--- config.mk ---
export PLATFORM = sky130hd
export DESIGN_NAME = code_driver
export DESIGN_NICKNAME = d
export VERILOG_FILES = /design/src/rtl/code_driver.sv
export SDC_FILE = /design/constraint.sdc
export NUM_CORES = 1
export LEC_CHECK = 0
export CAP_MARGIN = 15
export CORE_MARGIN = 3
export CORE_UTILIZATION = 25
export DETAILED_ROUTE_END_ITERATION = 10
export HOLD_SLACK_MARGIN = 0.06
export PLACE_DENSITY = 0.54
export SLEW_MARGIN = 20
export SYNTH_ARGS = -nofsm -noshare
export SYNTH_HDL_FRONTEND = slang
export SYNTH_SLANG_ARGS = --single-unit
--- constraint.sdc ---
create_clock -name Clk -period 3.43 [get_ports Clk]
set_clock_uncertainty 0.2 [all_clocks]
set_input_delay 0.686 -clock Clk [delete_from_list [all_inputs] [get_ports Clk]]
set_output_delay 0.686 -clock Clk [all_outputs]
set_load 0.05 [all_outputs]
--- src/rtl/code_driver.sv ---
// Stimulus source for the Slt/En event counter: turns count requests into the En/Slt cycle stream.
// Optional macro CODE_DRIVER_PHASE_EN exposes the mirrored Slt phase on port Phase.
module code_driver #(
    parameter int WIDTH = 16
) (
    input  logic             Clk,
    input  logic             Reset,
    input  logic             ReqValid,
    output logic             ReqReady,
    input  logic [WIDTH-1:0] ReqCnt0,
    input  logic [WIDTH-1:0] ReqCnt1,
    input  logic             ReqMode,
    input  logic             Stall,
    output logic             En,
    output logic             Slt,
    output logic             Busy,
`ifdef CODE_DRIVER_PHASE_EN
    output logic [1:0]       Phase,
`endif
    output logic             Done
);

    typedef enum logic [1:0] {
        S_IDLE = 2'd0,
        S_RUN0 = 2'd1,
        S_RUN1 = 2'd2,
        S_DONE = 2'd3
    } state_t;

    localparam logic [WIDTH-1:0] ONE0 = {{(WIDTH-1){1'b0}}, 1'b1};
    localparam logic [WIDTH+1:0] ONE1 = {{(WIDTH+1){1'b0}}, 1'b1};

    state_t           r_state, w_state_nxt;
    logic [WIDTH-1:0] r_rem0, w_rem0_nxt;
    logic [WIDTH+1:0] r_rem1, w_rem1_nxt, w_req_rem1;
    logic [1:0]       r_ph, w_ph_nxt;

    // Slt pulse count for a new request; mode 0 subtracts pulses already issued so ph lands on 0
    always_comb begin
        w_req_rem1 = {(WIDTH+2){1'b0}};
        if (ReqMode) begin
            w_req_rem1 = {2'b00, ReqCnt1};
        end else if (ReqCnt1 == {WIDTH{1'b0}}) begin
            w_req_rem1 = {(WIDTH+2){1'b0}};
        end else begin
            w_req_rem1 = {ReqCnt1, 2'b00} - {{WIDTH{1'b0}}, r_ph};
        end
    end

    // Next-state and counter update logic
    always_comb begin
        w_state_nxt = r_state;
        w_rem0_nxt  = r_rem0;
        w_rem1_nxt  = r_rem1;
        w_ph_nxt    = r_ph;
        case (r_state)
            S_IDLE: begin
                if (ReqValid) begin
                    w_rem0_nxt = ReqCnt0;
                    w_rem1_nxt = w_req_rem1;
                    if (ReqCnt0 != {WIDTH{1'b0}}) begin
                        w_state_nxt = S_RUN0;
                    end else if (w_req_rem1 != {(WIDTH+2){1'b0}}) begin
                        w_state_nxt = S_RUN1;
                    end else begin
                        w_state_nxt = S_DONE;
                    end
                end else begin
                    w_state_nxt = S_IDLE;
                end
            end
            S_RUN0: begin
                if (!Stall) begin
                    w_rem0_nxt = r_rem0 - ONE0;
                    if (r_rem0 == ONE0) begin
                        w_state_nxt = (r_rem1 != {(WIDTH+2){1'b0}}) ? S_RUN1 : S_DONE;
                    end else begin
                        w_state_nxt = S_RUN0;
                    end
                end else begin
                    w_state_nxt = S_RUN0;
                end
            end
            S_RUN1: begin
                if (!Stall) begin
                    w_rem1_nxt = r_rem1 - ONE1;
                    w_ph_nxt   = r_ph + 2'd1;
                    w_state_nxt = (r_rem1 == ONE1) ? S_DONE : S_RUN1;
                end else begin
                    w_state_nxt = S_RUN1;
                end
            end
            S_DONE:  w_state_nxt = S_IDLE;
            default: w_state_nxt = S_IDLE;
        endcase
    end

    // Outputs decode from state and Stall; Reset forces the idle view in the same cycle
    always_comb begin
        ReqReady = 1'b0;
        En       = 1'b0;
        Slt      = 1'b0;
        Busy     = 1'b0;
        Done     = 1'b0;
        if (Reset) begin
            ReqReady = 1'b1;
        end else begin
            case (r_state)
                S_IDLE: ReqReady = 1'b1;
                S_RUN0: begin
                    En   = !Stall;
                    Busy = 1'b1;
                end
                S_RUN1: begin
                    En   = !Stall;
                    Slt  = 1'b1;
                    Busy = 1'b1;
                end
                S_DONE: begin
                    Done = 1'b1;
                    Busy = 1'b1;
                end
                default: ReqReady = 1'b0;
            endcase
        end
    end

    // State, remaining counts and mirrored phase registers
    always_ff @(posedge Clk) begin
        if (Reset) begin
            r_state <= S_IDLE;
            r_rem0  <= {WIDTH{1'b0}};
            r_rem1  <= {(WIDTH+2){1'b0}};
            r_ph    <= 2'd0;
        end else begin
            r_state <= w_state_nxt;
            r_rem0  <= w_rem0_nxt;
            r_rem1  <= w_rem1_nxt;
            r_ph    <= w_ph_nxt;
        end
    end

`ifdef CODE_DRIVER_PHASE_EN
    assign Phase = r_ph;
`endif

endmodule

==> flow_results.org <==
** Status
- Run status :: completed

** STA
- Setup TNS :: 0 ns
- Final Critical Period :: 2.98 ns
- Final Hold Fails :: 0
- Setup repair after global routing left no endpoint under its margin.
- Static timing analysis puts the maximum clock frequency at 335 MHz.
- Tightest Pin Transition :: 0.642 ns
- After layout, the worst path uses 86.9% of the clock period.
- Count of endpoints failing setup in the final report :: 0
- The number of pins exceeding their max-slew limit in the final report came to 0.
- Headroom to the max-slew limit came out at 56.8%.

** Logic synthesis
- Count of unique library cells instantiated by Yosys :: 59
- Share of the yosys chip area belonging to registers :: 24.4%
- For this run, asynchronously set or reset flops after synthesis account for 0%.
- Yosys top cell area share :: 24.4%
- When the netlist entered floorplanning its net count stood at 481.
- After synthesis the cells add up to 3120 um2.
- Synthesis produced a netlist whose cell count is 435.
- Flops & latches, synth :: 38
- Count of flip-flops with a built-in enable after synthesis :: 0
- The biggest area contributor in the post-synthesis netlist is sky130_fd_sc_hd__dfxtp_1.
- During synthesis, Yosys emitted a total of 0 warnings.
- In this run the mean area of a mapped cell was 7.17 um2.
- Most used flip-flop cell after synthesis :: sky130_fd_sc_hd__dfxtp_1
- Leading post-synthesis cells by cell area :: sky130_fd_sc_hd__dfxtp_1 24%, sky130_fd_sc_hd__nor2_1 5.7%, sky130_fd_sc_hd__nand2_1 4.9%, sky130_fd_sc_hd__o21ai_0 4.8%, sky130_fd_sc_hd__a21oi_1 4.3%

** Setup path
- The number of cells on the worst reg-to-reg path is 8.
- The critical path runs through a total of 4 cells.
- CP delay by family, top :: buffers and inverters
- Category of the most critical setup path :: input port to output port
- Data arrives at the worst endpoint at 2.10 ns.
- Worst path max stage delay :: 0.65 ns
- Walking the worst path, the cells encountered are clkdlybuf4s50_1 -> nor2_1 -> inv_1 -> buf_12.
- Worst Setup Start Kind :: input port
- Of all nets on the critical path, the largest fanout is 11.
- Data on the critical path is required at its endpoint by 2.54 ns.
- The slowest stage of the critical path is the sky130_fd_sc_hd__clkdlybuf4s50_1 cell.
- The critical path contains buffers and inverters numbering 3 combined.
- STA classifies the critical path endpoint as an output port.

** Route
- Post-DRT Antenna Nets :: 0
- The final route contains 3426 vias.
- Drt via density :: 5.33
- The first detailed-routing pass ran for 4 iterations.
- Detailed Route Iter0 Violations :: 309
- DRC violation count after routing :: 0
- In the final routed layout, each cell accounts on average for 15.2 um.
- Final wirelength :: 9760 um

** Placed design
- GP Congestion :: 0.854
- The count of buffers added on input and output ports is 41.
- Placed Cells :: 636
- DPL Wire Length :: 7410 um

** Power and ir drop
- Internal Power :: 0.000920 W
- Share of power burned in combinational logic :: 31.1%
- Proportion of power drawn by the clock network :: 31.7%
- Seq pwr share :: 37.2%
- Switch Pwr :: 0.000470 W
- In this run the static leakage power is 1.38 nW.
- Peak supply drop :: 0.161 mV
- In this run the power density over the cells is 351 nW/um2.
- Net switching fraction of the power :: 33.8%

** Worst hold path
- Hold Crit Depth :: 2
- The path class of the tightest hold or removal check is flop to flop.

** Clock network
- Setup repair bufs after CTS :: 0
- CTS saw 38 sinks.
- CTS root buffer :: sky130_fd_sc_hd__clkbuf_16
- CTS tree :: yes
- CTS H-tree depth :: 2
- Clock buffer count from CTS :: 5
- CTS clk-pin slew, worst paths :: 0.06 ns
- Number of buffers on the longest clock path :: 2
- CTS resizes :: 0
- Clock latency on the worst-skew pair :: 0.28 ns
- Number of hold-repair buffers added at the cts stage :: 0

** Final layout
- Top library cells by usage in the layout, fill and taps aside :: 47 x sky130_fd_sc_hd__nor2_1, 41 x sky130_fd_sc_hd__nand2_1, 38 x sky130_fd_sc_hd__dfxtp_1
- In the final design database the tool counted 521 nets.
- Fraction of layout cells with a size suffix above 1 :: 10.3%
- Compared with the post-synthesis result, the final layout area differs by 27.1%.
- Final antenna diode count :: 0
- Count of placed standard cells in the final layout, fillers left out :: 643
- Fill count :: 1308
- Leaving out fill and tap cells, the most frequent cell in the layout is sky130_fd_sc_hd__nor2_1.

** Global routing
- The first global-routing pass estimated 16600 um of wire.
- Vias in the first global route :: 3367
- Maximum number of pins on one net before global-route repair :: 30
- Number of antenna violations at the first check in global routing :: 0
- Total congestion overflow after global routing :: 0
- For this run, the total global-route usage over all layers was measured as 14.1%.

** Die
- 42 I/O pins were placed.
- Y dimension of the die :: 118 um
- Effective utilization at floorplan :: 25.8%
- The core region is 12100 um2.
- The floorplan step set the die width to 118 um.
- Die Footprint :: 13900 um2
- The floorplan has 40 rows.

** Flow run
- The tool flagged a number of max-cap violations equal to 0.
flip-flops by register name, indices dropped and copies added, names as in the netlist:
register,flops
r_rem1,18
r_rem0,16
r_ph,2
r_state,2
metal layers:
layer,vias to the layer above,share of wire (%),GRT usage [%]
met5,-,0,0
met3,10,3.7,2.07
met2,79,45,23.0
li1,1724,-,-
met1,1613,50,19.6
met4,0,1.0,3.37
synth_stat cells (2+ instances only):
cell	number
sky130_fd_sc_hd__nor2_1	47
sky130_fd_sc_hd__nand2_1	41
sky130_fd_sc_hd__dfxtp_1	38
sky130_fd_sc_hd__o21ai_0	30
sky130_fd_sc_hd__a21oi_1	27
sky130_fd_sc_hd__nor3_1	25
sky130_fd_sc_hd__clkbuf_1	23
sky130_fd_sc_hd__inv_1	15
sky130_fd_sc_hd__a211oi_1	12
sky130_fd_sc_hd__nand3_1	12
sky130_fd_sc_hd__nor4_1	12
sky130_fd_sc_hd__o31ai_1	10
sky130_fd_sc_hd__a21o_1	9
sky130_fd_sc_hd__a221oi_1	9
sky130_fd_sc_hd__a31oi_1	9
sky130_fd_sc_hd__ha_1	9
sky130_fd_sc_hd__a22oi_1	8
sky130_fd_sc_hd__nand4_1	7
sky130_fd_sc_hd__xor2_1	7
sky130_fd_sc_hd__or3_1	6
sky130_fd_sc_hd__or4_1	6
sky130_fd_sc_hd__o32ai_1	5
sky130_fd_sc_hd__xnor2_1	5
sky130_fd_sc_hd__nand2b_1	4
sky130_fd_sc_hd__nor2b_1	4
sky130_fd_sc_hd__nor3b_1	4
sky130_fd_sc_hd__o22ai_1	4
sky130_fd_sc_hd__or2_2	4
sky130_fd_sc_hd__buf_2	3
sky130_fd_sc_hd__nor4_2	3
sky130_fd_sc_hd__a211o_1	2
sky130_fd_sc_hd__a22o_1	2
sky130_fd_sc_hd__and4b_1	2
sky130_fd_sc_hd__mux2i_1	2
sky130_fd_sc_hd__nor3_2	2
sky130_fd_sc_hd__o211ai_1	2
sky130_fd_sc_hd__o22a_1	2
sky130_fd_sc_hd__o41ai_1	2
power by group through the flow:
stage	Sequential [W]	Combinational (W)	Clock, W
finish	0.000518	0.000432	0.000441
CTS	0.000517	0.000430	0.000451
global route	0.000524	0.000481	0.000470
floorplan	0.000515	0.000280	0
global placement	0.000525	0.000424	0
detailed placement	0.000526	0.000428	0
logic make-up (layout without fill, tap and decap cells):
group | count (synthesis) | in the layout | synth area share [%]
AO/OA/AOI/OAI | 142 | 142 | 30.7
XOR/XNOR | 12 | 12 | 3.37
adder cells (fa/ha/maj) | 9 | 9 | 3.61
buffers and inverters | 44 | 84 | 5.65
flip-flops | 38 | 38 | 24.4
multiplexers | 2 | 2 | 0.642
AND/OR/NAND/NOR | 188 | 188 | 31.6
path summary, 6_finish.rpt:
kind,slack [ns],end,from
worst min register to register,0.29,r_rem1[16],r_rem1[16]
worst min-delay path,0.29,r_rem1[16],r_rem1[16]
worst max register to register,0.81,r_rem1[8],r_rem1[0]
worst max-delay path,0.45,ReqReady,Reset
tightest hold or removal path, stage by stage (launching register included):
cell and delay (ns):
sky130_fd_sc_hd__dfxtp_1 0.30, sky130_fd_sc_hd__o21ai_0 0.07, sky130_fd_sc_hd__a21oi_1 0.07
per-stage QoR:
stage | total power [W] | hold WS (ns) | instance area [um2] | setup WS, ns | util [%]
after floorplan | 0.000795 | 0.248 | 3120 | 0.331 | -
after global placement | 0.000949 | 0.275 | 3830 | 0.292 | 31.6
after detailed placement | 0.000954 | 0.279 | 3830 | 0.214 | 31.6
after CTS | 0.00140 | 0.288 | 3970 | 0.435 | 32.7
after global routing | 0.00147 | 0.327 | 3970 | 0.340 | 32.7
final | 0.00139 | 0.288 | 3970 | 0.449 | 32.7
layout make-up:
| type | count | area [um2] | area share [%] |
|---|---|---|---|
| multi-input cells | 353 | 2190 | 55.2 |
| repair buffers | 61 | 611 | 15.4 |
| inverters | 16 | 60.1 | 1.51 |
| clock buffers | 5 | 125 | 3.16 |
| flip-flops and latches | 38 | 761 | 19.2 |
| clock inverters | 2 | 10.0 | 0.252 |
| well taps | 168 | 210 | 5.30 |
No activity file was read; power rests on OpenSTA's default activity.
